### config.mk
export PLATFORM = sky130hd
export DESIGN_NAME = serial_sub4bit
export DESIGN_NICKNAME = d
export VERILOG_FILES = /design/src/rtl/serial_sub4bit.sv
export SDC_FILE = /design/constraint.sdc
export NUM_CORES = 1
export LEC_CHECK = 0
export ABC_AREA = 1
export CORE_MARGIN = 3
export CORE_UTILIZATION = 54
export CTS_BUF_LIST = sky130_fd_sc_hd__clkbuf_8
export CTS_CLUSTER_SIZE = 40
export DETAILED_ROUTE_END_ITERATION = 6
export PLACE_DENSITY = 0.84
export SYNTH_ARGS = -nofsm -noshare
export SYNTH_HDL_FRONTEND = slang
export SYNTH_SLANG_ARGS = --single-unit
### constraint.sdc
create_clock -name clk -period 1.6 [get_ports clk]
set_input_delay 0.32 -clock clk [delete_from_list [all_inputs] [get_ports clk]]
set_output_delay 0.32 -clock clk [all_outputs]
set_load 0.01 [all_outputs]
### src/rtl/serial_sub4bit.sv
// Bit-serial 4-bit subtractor computing a - b - Bin one bit per clock, LSB first,
// behind a start/busy/done handshake; difference, final borrow and signed overflow are registered.
module serial_sub4bit (
  input  logic       clk,
  input  logic       rst_n,
  input  logic       start,
  input  logic [3:0] a,
  input  logic [3:0] b,
  input  logic       Bin,
  output logic       busy,
  output logic       done,
  output logic [3:0] d,
  output logic       bout,
  output logic       overflow
);

  typedef enum logic [1:0] {
    IDLE = 2'd0,
    RUN  = 2'd1,
    DONE = 2'd2
  } state_t;

  state_t     state_q;
  logic [3:0] a_q;
  logic [3:0] b_q;
  logic       br_q;
  logic [3:0] res_q;
  logic [1:0] cnt_q;
  logic       sa_q;
  logic       sb_q;
  logic       busy_q;
  logic       done_q;
  logic [3:0] d_q;
  logic       bout_q;
  logic       ovf_q;

  logic       x_d;
  logic       y_d;
  logic       diff_bit_d;
  logic       borrow_d;
  logic [3:0] res_d;
  logic       ovf_d;

  // One full-subtractor step on the current LSBs plus the result it would complete
  always_comb begin
    x_d        = a_q[0];
    y_d        = b_q[0];
    diff_bit_d = x_d ^ y_d ^ br_q;
    borrow_d   = (~x_d & y_d) | (~(x_d ^ y_d) & br_q);
    res_d      = {diff_bit_d, res_q[3:1]};
    ovf_d      = (sa_q ^ sb_q) & (res_d[3] ^ sa_q);
  end

  // Control FSM, datapath shift registers and registered outputs
  always_ff @(posedge clk or negedge rst_n) begin
    if (!rst_n) begin
      state_q <= IDLE;
      a_q     <= 4'b0000;
      b_q     <= 4'b0000;
      br_q    <= 1'b0;
      res_q   <= 4'b0000;
      cnt_q   <= 2'd0;
      sa_q    <= 1'b0;
      sb_q    <= 1'b0;
      busy_q  <= 1'b0;
      done_q  <= 1'b0;
      d_q     <= 4'b0000;
      bout_q  <= 1'b0;
      ovf_q   <= 1'b0;
    end else begin
      case (state_q)
        IDLE, DONE: begin
          done_q <= 1'b0;
          if (start) begin
            a_q     <= a;
            b_q     <= b;
            br_q    <= Bin;
            res_q   <= 4'b0000;
            cnt_q   <= 2'd0;
            sa_q    <= a[3];
            sb_q    <= b[3];
            busy_q  <= 1'b1;
            state_q <= RUN;
          end else begin
            busy_q  <= 1'b0;
            state_q <= IDLE;
          end
        end
        RUN: begin
          a_q   <= {1'b0, a_q[3:1]};
          b_q   <= {1'b0, b_q[3:1]};
          br_q  <= borrow_d;
          res_q <= res_d;
          cnt_q <= cnt_q + 2'd1;
          if (cnt_q == 2'd3) begin
            d_q     <= res_d;
            bout_q  <= borrow_d;
            ovf_q   <= ovf_d;
            busy_q  <= 1'b0;
            done_q  <= 1'b1;
            state_q <= DONE;
          end else begin
            busy_q  <= 1'b1;
            done_q  <= 1'b0;
            state_q <= RUN;
          end
        end
        default: begin
          busy_q  <= 1'b0;
          done_q  <= 1'b0;
          state_q <= IDLE;
        end
      endcase
    end
  end

  assign busy     = busy_q;
  assign done     = done_q;
  assign d        = d_q;
  assign bout     = bout_q;
  assign overflow = ovf_q;

endmodule

==> results of run 1 <==
## power breakdown
part           leakage, nW  total, mW  internal (mW)  switching, mW
Combinational        0.438       1.57          0.672          0.897
Clock               0.0269      0.345          0.171          0.174
Sequential           0.313       1.10          0.926          0.178
Total                0.778       3.02           1.77           1.25
## cell families (layout without fill, tap and decap cells)
logic type      Yosys count  count (layout)
buf+inv                  27              52
flops                    25              25
fa+ha+maj                 2               2
simple gates             67              67
compound gates           12              12
## cells in the mapped netlist
master,instances,area (um2)
nand3_1,8,40.04
o21ai_0,8,40.04
dfrtp_1,25,625.6
nand2_4,2,22.52
ha_1,1,12.51
inv_4,1,6.260
nand3_2,6,60.06
nand2_1,44,165.2
nor2_1,4,15.01
o21ai_2,3,26.28
nor2_8,1,20.02
inv_1,22,82.58
nand2_2,1,6.260
nand2_8,1,20.02
buf_6,2,22.52
a21oi_4,1,16.27
inv_2,2,7.510
fa_1,1,20.02
## worst max path at each step
stage / to / startpoint / slack [ps]
after global routing: busy / state_q[0] / 20
after CTS: busy / state_q[0] / 50
after floorplan: overflow / a_q[0] / 300
after detailed placement: a_q[2] / start / 160
after global placement: a_q[2] / start / 180
final: busy / state_q[0] / 80
## area by class of cell
class                      count  area (um2)
tap                           27       33.78
sequential                    25       625.6
multi-input combinational     81       464.2
inverter                      25       96.34
timing repair buffer          23       220.2
clock buffer                   3       41.29
fill                         165       556.8
clock inverter                 1       3.754
## through the flow
| stage | hold WS (ps) | cells |
|---|---|---|
| final | 416.7 | 185 |
| after global routing | 449.8 | 185 |
| after CTS | 427.1 | 185 |
| after detailed placement | 464.9 | 181 |
| after global placement | 461.6 | 181 |
| after floorplan | 24.41 | 133 |
## sequential cells by signal, indices dropped and copies added, names as in the netlist
| register | cells |
|---|---|
| a_q | 4 |
| b_q | 4 |
| d | 4 |
| res_q | 3 |
| cnt_q | 2 |
| state_q | 2 |
| bout | 1 |
| br_q | 1 |
| done | 1 |
| overflow | 1 |
| sa_q | 1 |
| sb_q | 1 |
## layout by cell type, fill, tap and decap left out, drive strengths merged
cell | synthesis | routed
clkdlybuf4s50 | 0 | 19
ha | 1 | 1
nand2 | 48 | 48
buf | 2 | 4
inv | 25 | 26
a21oi | 1 | 1
nand3 | 14 | 14
dfrtp | 25 | 25
fa | 1 | 1
nor2 | 5 | 5
clkbuf | 0 | 3
o21ai | 11 | 11
## layer usage
metal	GRT usage	up-vias	part of all wire
met2	0.3184	26	0.54
met3	0.01690	2	0.045
met1	0.2214	419	0.41
li1	-	452	-
met5	0	-	0
met4	0.05106	0	0.0039
==> results.toml, run 1 <==
[floorplanning]
design.die.area_um2 = 2842
initial_core_util = 0.5919
dieHeight_um = 53.31
die-width_um = 53.31
num_rows = 16
core_area_um2 = 2042
io_pins = 20

[critical_path]
reg2reg_to = "overflow"
cp_cell_sequence = "clkdlybuf4s50_1"
cp_top_family = "buffers and inverters"
cp.required_ps = 1280
cp_slowest_cell = "clkdlybuf4s50_1"
path_depth = 1
cp_data_arrival_time_ps = 1200
reg2regPathDepth = 6
critical_path_class = "reg -> out"
crit_buf_inv = 1
r2r_slack_ps = 190
rr_startpoint = "a_q[0]"
start_kind = "flop"
path_max_fanout = 3
slowest_delay_ps = 550
critPathCaptureType = "output pin"

[sta]
finClkSkew_ps = 1.948
timing.fmax_mhz = 655.8
relSlewSlack = 0.7951
fin_crit_ps = 1525
finalSetupViolations = 0
tns_ps = 0
worst_slew_pin_slew_ps = 307.3
final.period_utilization = 0.9531
hold_viol = 0
timing.final.ws_setup_ps = 75.12
rsz0062_at_grt = "no"
slew_violations = 0

[route]
wl_um = 2061
ant_nets = 0
drtIter0Drc = 13
wl_per_cell_um = 11.14
drc = 0
vias = 899
first_pass_iters = 4
via_per_inst = 4.859

[cts]
cts_setup_buffers = 0
cts_root_buf = "clkbuf_8"
cts_htree_levels = 1
cts.sinks = 25
cts_hold_buf = 0
cts_resized = 0
cts_buffers = 3
cts_tree = "done"
clk_path_buf_depth = 2
clk_latency_ps = 260
cts.clk_slew.worst_paths_ps = 80

[outcome]
run_status = "finished, final reports clean"

[global_route]
grt_util_all_layers = 0.1772
grt_pass1_vias = 836
grt_max_degree = 26
grt.overflow.total = 0
antenna_found_initial = 0
grt_first_pass_wirelength_um = 3705

[logic_synthesis]
netlist_area_um2 = 1209
synth_fp_nets = 147
postSynthAreaPerCell_um2 = 9.088
synthXorXnorAreaFrac = 0
synthMuxAreaShare = 0
yosysWarningCount = 0
synth_cell_types = 18
synth_compound_area_frac = 0.06832
synth_top_family_by_area = "simple AND/OR/NAND/NOR gates"
synth-seq-cells = 25
synth-simple-area-share = 0.2888
postSynthCellCount = 133
ys_seq_area_frac = 0.5176
synthAdderAreaFrac = 0.02692

[layout]
antennaDiodeCount = 0
fin_area_um2 = 1485
utilization = 0.7273
nets = 173
syn2layout_area_growth_pct = 22.88
drive_above_1_share = 0.1582

[placement]
place_hpwl_um = 1624
routabilityCongestion = 0.8232
post_dp_cell_area_um2 = 1440
place_ws_ps = 156.1
io_buffer_count = 19

[pwr]
p_leak_nw = 0.7783
p_total_mw = 3.019
powerDensity_nw_per_um2 = 2033
ir_worst_vdd_v = 0.001035

[hold_path]
hold_class = "in -> async"

[flow_run]
max_cap_violations = 0
(Power assumes the default switching activity.)
==> run 2, diff against run 1 <==
Settings changed: CORE_ASPECT_RATIO from default to 1.1.
==> results.toml, run 2 (same netlist as run 1, synthesis figures left out) <==
[sta]
slew_violations = 0
fin_crit_ps = 1531
finClkSkew_ps = 6.526
whs_ps = 416.0
finalSetupViolations = 0
final.period_utilization = 0.9569
worst_slew_pin_slew_ps = 309.3
hold_viol = 0
rsz0062_at_grt = "no"
relSlewSlack = 0.7938
timing.fmax_mhz = 653.1
tns_ps = 0

[pwr]
power_frac_comb = 0.509
p_clk_frac = 0.122
powerDensity_nw_per_um2 = 2047
p_int_mw = 1.734
p_leak_nw = 0.7676
p_sw_frac = 0.4248
power_frac_seq = 0.368
power.switching_mw = 1.281
ir_worst_vdd_v = 0.001624

[global_route]
grt.overflow.total = 0
grt_max_degree = 26
antenna_found_initial = 0
grt_first_pass_wirelength_um = 3836
grt_pass1_vias = 873
grt_util_all_layers = 0.1765

[route]
first_pass_iters = 4
via_per_inst = 4.690
ant_nets = 0
drc = 0
drtIter0Drc = 8
vias = 863
wl_per_cell_um = 11.49
wl_um = 2115

[floorplanning]
initial_core_util = 0.5858
num_rows = 17
core_area_um2 = 2063
dieHeight_um = 55.62
die-width_um = 51.11
design.die.area_um2 = 2843
io_pins = 20

[layout]
fin_area_um2 = 1473
nets = 171
syn2layout_area_growth_pct = 21.84
layout_commonest_cell = "nand2_1"
utilization = 0.7138
antennaDiodeCount = 0
drive_above_1_share = 0.1538
most-common-layout-cells = "nand2_1 (44), dfrtp_1 (25), inv_1 (22), clkdlybuf4s50_1 (19)"

[cts]
cts_resized = 0
cts_buffers = 3
cts_hold_buf = 0
cts_setup_buffers = 0
cts_tree = "done"
cts.clk_slew.worst_paths_ps = 90
clk_path_buf_depth = 2
cts_htree_levels = 1
clk_latency_ps = 270
cts.sinks = 25
cts_root_buf = "clkbuf_8"

[placement]
place_hpwl_um = 1677
routabilityCongestion = 0.8541
post_dp_cell_area_um2 = 1426
io_buffer_count = 19

[critical_path]
critical_path_class = "reg -> out"
cp_data_arrival_time_ps = 1210
cp.required_ps = 1280
crit_buf_inv = 1
slowest_delay_ps = 550
critPathCaptureType = "output pin"
path_max_fanout = 3
start_kind = "flop"
cp_top_family = "buffers and inverters"
cp_cell_sequence = "clkdlybuf4s50_1"
cp_slowest_cell = "clkdlybuf4s50_1"

[outcome]
run_status = "finished, final reports clean"

[flow_run]
max_cap_violations = 0

[hold_path]
hold_class = "in -> async"
run 2: cell count changes in the layout (fill, tap and decap cells not counted), sizes merged:
| cell | change |
|---|---|
| buf | -2 |
| clkinv | +1 |
| inv | -1 |
run 2: path summary, 6_finish.rpt:
check                      depth (start not counted)       start       end  slack, ps
max reg2reg                                        6      a_q[0]  overflow        210
max in group asynchronous                          2       rst_n    b_q[1]        940
min in group clk                                   2      b_q[0]    b_q[0]        490
min                                                2       rst_n  overflow        420
min reg2reg                                        2      b_q[0]    b_q[0]        490
max                                                1  state_q[0]      busy         70
run 2: area by class of cell:
cell class	count	area [um2]
Timing Repair Buffer	21	205.2
Multi-Input combinational cell	81	464.2
Clock buffer	3	41.29
Inverter	25	96.34
Tap cell	28	35.03
Clock inverter	1	5.005
Fill cell	163	590.6
Sequential cell	25	625.6
run 2: per-layer routing:
layer	wire length, um	part of all wire	up-vias	GRT usage
met1	924	0.44	396	0.2389
li1	-	-	446	-
met3	65	0.031	3	0.01609
met4	31	0.015	0	0.06923
met2	1093	0.52	18	0.2891
met5	0	0	-	0
run 2: power groups by stage:
stage	clock (mW)	combinational, mW	sequential [mW]
6_report	0.369	1.54	1.11
3_5_place_dp	0	1.56	1.12
2_1_floorplan	0	1.11	1.12
5_1_grt	0.411	1.73	1.15
3_3_place_gp	0	1.49	1.10
4_1_cts	0.381	1.56	1.11
run 2: per-stage QoR:
step	power, mW	cells	setup slack [ps]
floorplan	2.236	133	300.8
global placement	2.598	180	138.4
detailed placement	2.677	180	86.34
CTS	3.054	184	55.49
global route	3.289	184	12.38
finish	3.015	184	68.90
==> run 3, diff against run 2 <==
Settings changed: GPL_TIMING_DRIVEN from default to 1.
==> results of run 3 <==
Final layout, timing and power as in run 2 (identical DEF).
==> variant 1: new RTL, config.mk and constraints of run 1 <==
Register the output `bout` once more, without a reset; this adds one clock of latency there. The other outputs are not delayed to match.
--- a/src/rtl/serial_sub4bit.sv
+++ b/src/rtl/serial_sub4bit.sv
@@ -119,3 +119,5 @@
   assign d        = d_q;
-  assign bout     = bout_q;
+  always_ff @(posedge clk) begin
+    bout <= bout_q;
+  end
   assign overflow = ovf_q;
Behaviour: not the same (a bounded check fails within 10 cycles, from zero or initial values and one cycle with rst_n low).
==> variant 1 against run 1 <==
Via count did not move. Cell area rose by 1.0%. Routed wire length rose by 8.3%. Area after synthesis rose by 1.7%. Power rose by 3.3%. Largest cell class unchanged. Sequential power rose by 5%. Setup slack improved by 0.0034 ns. Global-route usage rose by 1.6 points. Sequential cell count rose by 1.
==> variant 1: results (changes against run 1) <==
r2r_start: "a_q[0]$_DFFE_PN0P_"
synthTopCellsByArea: "dfrtp_1, nand2_1, inv_1"
synth_cells: 134  # +0.75%
min_path_type: "flip-flop to flip-flop"
worstReg2RegEnd: "overflow$_DFFE_PN0P_"
p_sw_share_pct: 41.7  # +0.35 points
fill_cells: 144  # -13%
routedWlPerCell_um: 12.1  # +8.9%
synthArstFlopShare_pct: 96.2  # -3.8 points
grt_pass1_wl_um: 3860  # +4.1%
via_per_inst: 4.89  # +0.54%
drive_gt1_share_pct: 15.3  # -0.54 points
drtIter0Drc: 10  # -3
fin_skew_ns: 0.00371  # +0.00176 ns
crit_family: "buffers and inverters"
grtUsageTotal_pct: 19.3  # +1.6 points
outcome: "finished clean"
synth_cell_types: 19  # +1
seq_area_frac_synth_pct: 52.5  # +0.79 points
relSlewSlack_pct: 78.9  # -0.59 points
irDropWorstVdd_mv: 1.20  # +16%
grt_pass1_vias: 930  # +11%
post-dp-hpwl_um: 1600  # -1.6%
num-nets-final: 172  # -0.58%
cp-endpoint: "busy"
clock_latency_ns: 0.27
leakage_nw: 0.779  # +0.12%
-- variant 1: cell types whose count changed after synthesis --
cell / change
dfxtp_1: +1
-- variant 1: power by group through the flow --
stage | combinational [mW] | clock [mW] | sequential, mW
2_1_floorplan | 1.11 | 0 | 1.16
3_3_place_gp | 1.49 | 0 | 1.15
3_5_place_dp | 1.55 | 0 | 1.15
4_1_cts | 1.57 | 0.423 | 1.15
5_1_grt | 1.76 | 0.460 | 1.18
6_report | 1.55 | 0.420 | 1.15
-- variant 1: kinds of logic (layout without fill, tap and decap cells) --
logic type	after synthesis	after routing	share of synthesized area, %
simple gates	67	67	28.4
buf+inv	27	50	9.67
flops	26	26	52.5
compound gates	12	12	6.72
fa+ha+maj	2	2	2.65
-- variant 1: metrics by stage --
stage	setup slack [ns]	util, %	total power [mW]	instances	hold slack [ns]
final	0.0785	72.8	3.12	184	0.386
after floorplan	0.301	-	2.28	134	0.0244
after detailed placement	0.101	70.1	2.70	180	0.372
after CTS	0.0696	72.8	3.14	184	0.392
after global placement	0.142	70.1	2.64	180	0.354
after global routing	0.0241	72.8	3.40	184	0.410
-- variant 1: layout make-up --
cell class,count,share of cell area [%]
Tap cell,27,2.25
Multi-Input combinational cell,81,30.9
Inverter,25,6.42
Clock buffer,4,3.67
Timing Repair Buffer,21,13.7
Sequential cell,26,43.0
-- variant 1: how the worst min path moves through the flow --
stage | endpoint | from | slack [ns]
6_report | bout$_DFF_P_ | bout_q$_DFFE_PN0P_ | 0.39
4_1_cts | bout$_DFF_P_ | bout_q$_DFFE_PN0P_ | 0.39
3_3_place_gp | bout$_DFF_P_ | bout_q$_DFFE_PN0P_ | 0.35
5_1_grt | bout$_DFF_P_ | bout_q$_DFFE_PN0P_ | 0.41
3_5_place_dp | bout$_DFF_P_ | bout_q$_DFFE_PN0P_ | 0.37
2_1_floorplan | a_q[0]$_DFFE_PN0P_ | rst_n | 0.02
-- variant 1: metal layers --
layer  track usage, %  routed length [um]  vias to the layer above
li1                 -                   -                      450
met1             22.1                 978                      417
met2             32.1                1100                       26
met3             4.16                 101                        6
met4             12.8                  57                        0
met5                0                   0                        -
==> variant 2: new RTL, settings of run 1 <==
Made on the original files. The 3 states of `state_t` get a one-hot encoding in 3 bits.
--- a/src/rtl/serial_sub4bit.sv
+++ b/src/rtl/serial_sub4bit.sv
@@ -16,6 +16,6 @@
 
-  typedef enum logic [1:0] {
-    IDLE = 2'd0,
-    RUN  = 2'd1,
-    DONE = 2'd2
+  typedef enum logic [2:0] {
+    IDLE = 3'b001,
+    RUN  = 3'b010,
+    DONE = 3'b100
   } state_t;
Formal check against the unedited RTL: same outputs for any inputs over 10 cycles, from zero or initial values and one cycle with rst_n low; not proved beyond that.
==> variant 2 against run 1 <==
Setup slack better by 0.030 ns. Critical path depth unchanged. Area after synthesis decreased by 3.3%. Core utilization decreased by 0.30 points. Sequential cell count is the same. Routed wire length increased by 17%. Power shrank 21%. Cell area down 2.4%.
==> variant 2: results (changes against run 1) <==
outcome: "finished clean"
dr.pass1.iters: 4  # unchanged
grt_pass1_vias: 927  # +11%
leakage_nw: 0.756  # -2.8%
clkSlewWorstSetupHoldPaths_ns: 0.09
post_cts_resized: 3  # +3
postCtsSetupRepairBufs: 1  # +1
max_stage_delay_ns: 0.53  # -0.02 ns
fill_cells: 162  # -1.8%
final-nonclk-buf-share_pct: 15.6  # +0.79 points
clock_area_share_pct: 3.36  # +0.33 points
drtIter0Drc: 17  # +4
area_growth_syn_to_layout_pct: 24.1
worstMarginPinSlew_ns: 0.305  # -0.00205 ns
drt_wl_total_um: 2400  # +17%
cp_slowest_cell: "clkdlybuf4s50_1"
synthMuxAreaShare_pct: 0  # unchanged
groute.layer.met2.usage_pct: 32.2  # +0.39 points
met2_length_um: 1240  # +12%
routed.top_layer: "met4"
intPower_mw: 1.46  # -18%
grtUsageTotal_pct: 20.6  # +2.9 points
synth_area_mm2: 0.00117  # -3.3%
synth_warnings: 0  # unchanged
ff_latch_area_um2: 629  # +0.60%
drive_gt1_share_pct: 13.0  # -2.8 points
grt_use_met1_pct: 27.9  # +5.8 points
ys_top_cells_by_count: "nand2_1, dfrtp_1, nand3_1"
critical_path_arrival_ns: 1.17  # -0.03 ns
seq_cells: 25  # unchanged
synthXorXnorAreaFrac_pct: 0  # unchanged
irDropWorstVdd_mv: 1.11  # +7.3%
wl_met1_um: 1070  # +25%
synth_compound_area_share_pct: 1.28  # -5.5 points
gp_congestion: 0.829  # +0.64%
port_buffers: 19  # unchanged
critPathMaxFanout: 2  # -1
post-dp-hpwl_um: 1680  # +3.5%
num-nets-final: 176  # +1.7%
grt_pass1_wl_um: 4120  # +11%
multi_input_gates: 101  # +25%
multi_input_area_share_pct: 33.5  # +2.2 points
grt_max_degree: 26  # unchanged
critPathLaunch: "state_q[1]$_DFF_PN0_"
grtUsageMet3_pct: 3.13  # +1.4 points
wl_met3_um: 78  # -16%
cts-hold-fix-buffers: 0  # unchanged
signal_buffers: 24  # +4.3%
placed_cell_area_mm2: 0.00139  # -3.6%
syn-num-nets: 151  # +2.7%
synthTopCellsByArea: "dfrtp_1, nand2_1, nand3_1"
seq_area_frac_synth_pct: 53.6  # +1.9 points
num_vias: 957  # +6.5%
fin_skew_ns: 0.00521  # +0.00326 ns
ff2ff_setup_slack_ns: 0.11  # -0.08 ns
synth_fa_ha_area_share_pct: 2.78  # +0.092 points
synthArstFlopShare_pct: 100  # unchanged
nNonClkInverters: 7  # -72%
synth_cell_types: 21  # +3
## variant 2: cell count changes after synthesis, moves of 3 or more
cell,delta
nand2_1,+19
inv_1,-16
nand3_1,+12
nand3_2,-6
o21ai_0,-6
nand2_2,+3
nor2_1,-3
o21ai_2,-3
## variant 2: power groups by stage
stage	clock network, mW	registers [mW]	logic [mW]
2_1_floorplan	0	1.01	0.645
3_3_place_gp	0	1.03	0.879
3_5_place_dp	0	1.05	0.922
4_1_cts	0.383	1.02	0.987
5_1_grt	0.406	1.05	1.12
6_report	0.378	1.02	0.995
## variant 2: metrics by stage
step / instances / TNS (ns) / util (%) / worst slack, ns / hold slack [ns]
final: 188 / 0 / 72.4 / 0.106 / 0.396
after global routing: 188 / 0 / 72.4 / 0.0416 / 0.424
after CTS: 188 / 0 / 72.2 / 0.0795 / 0.409
after detailed placement: 183 / -0.00315 / 69.3 / -0.00278 / 0.471
after global placement: 183 / 0 / 69.3 / 0.0649 / 0.459
after floorplan: 137 / 0 / - / 0.265 / 0.0244
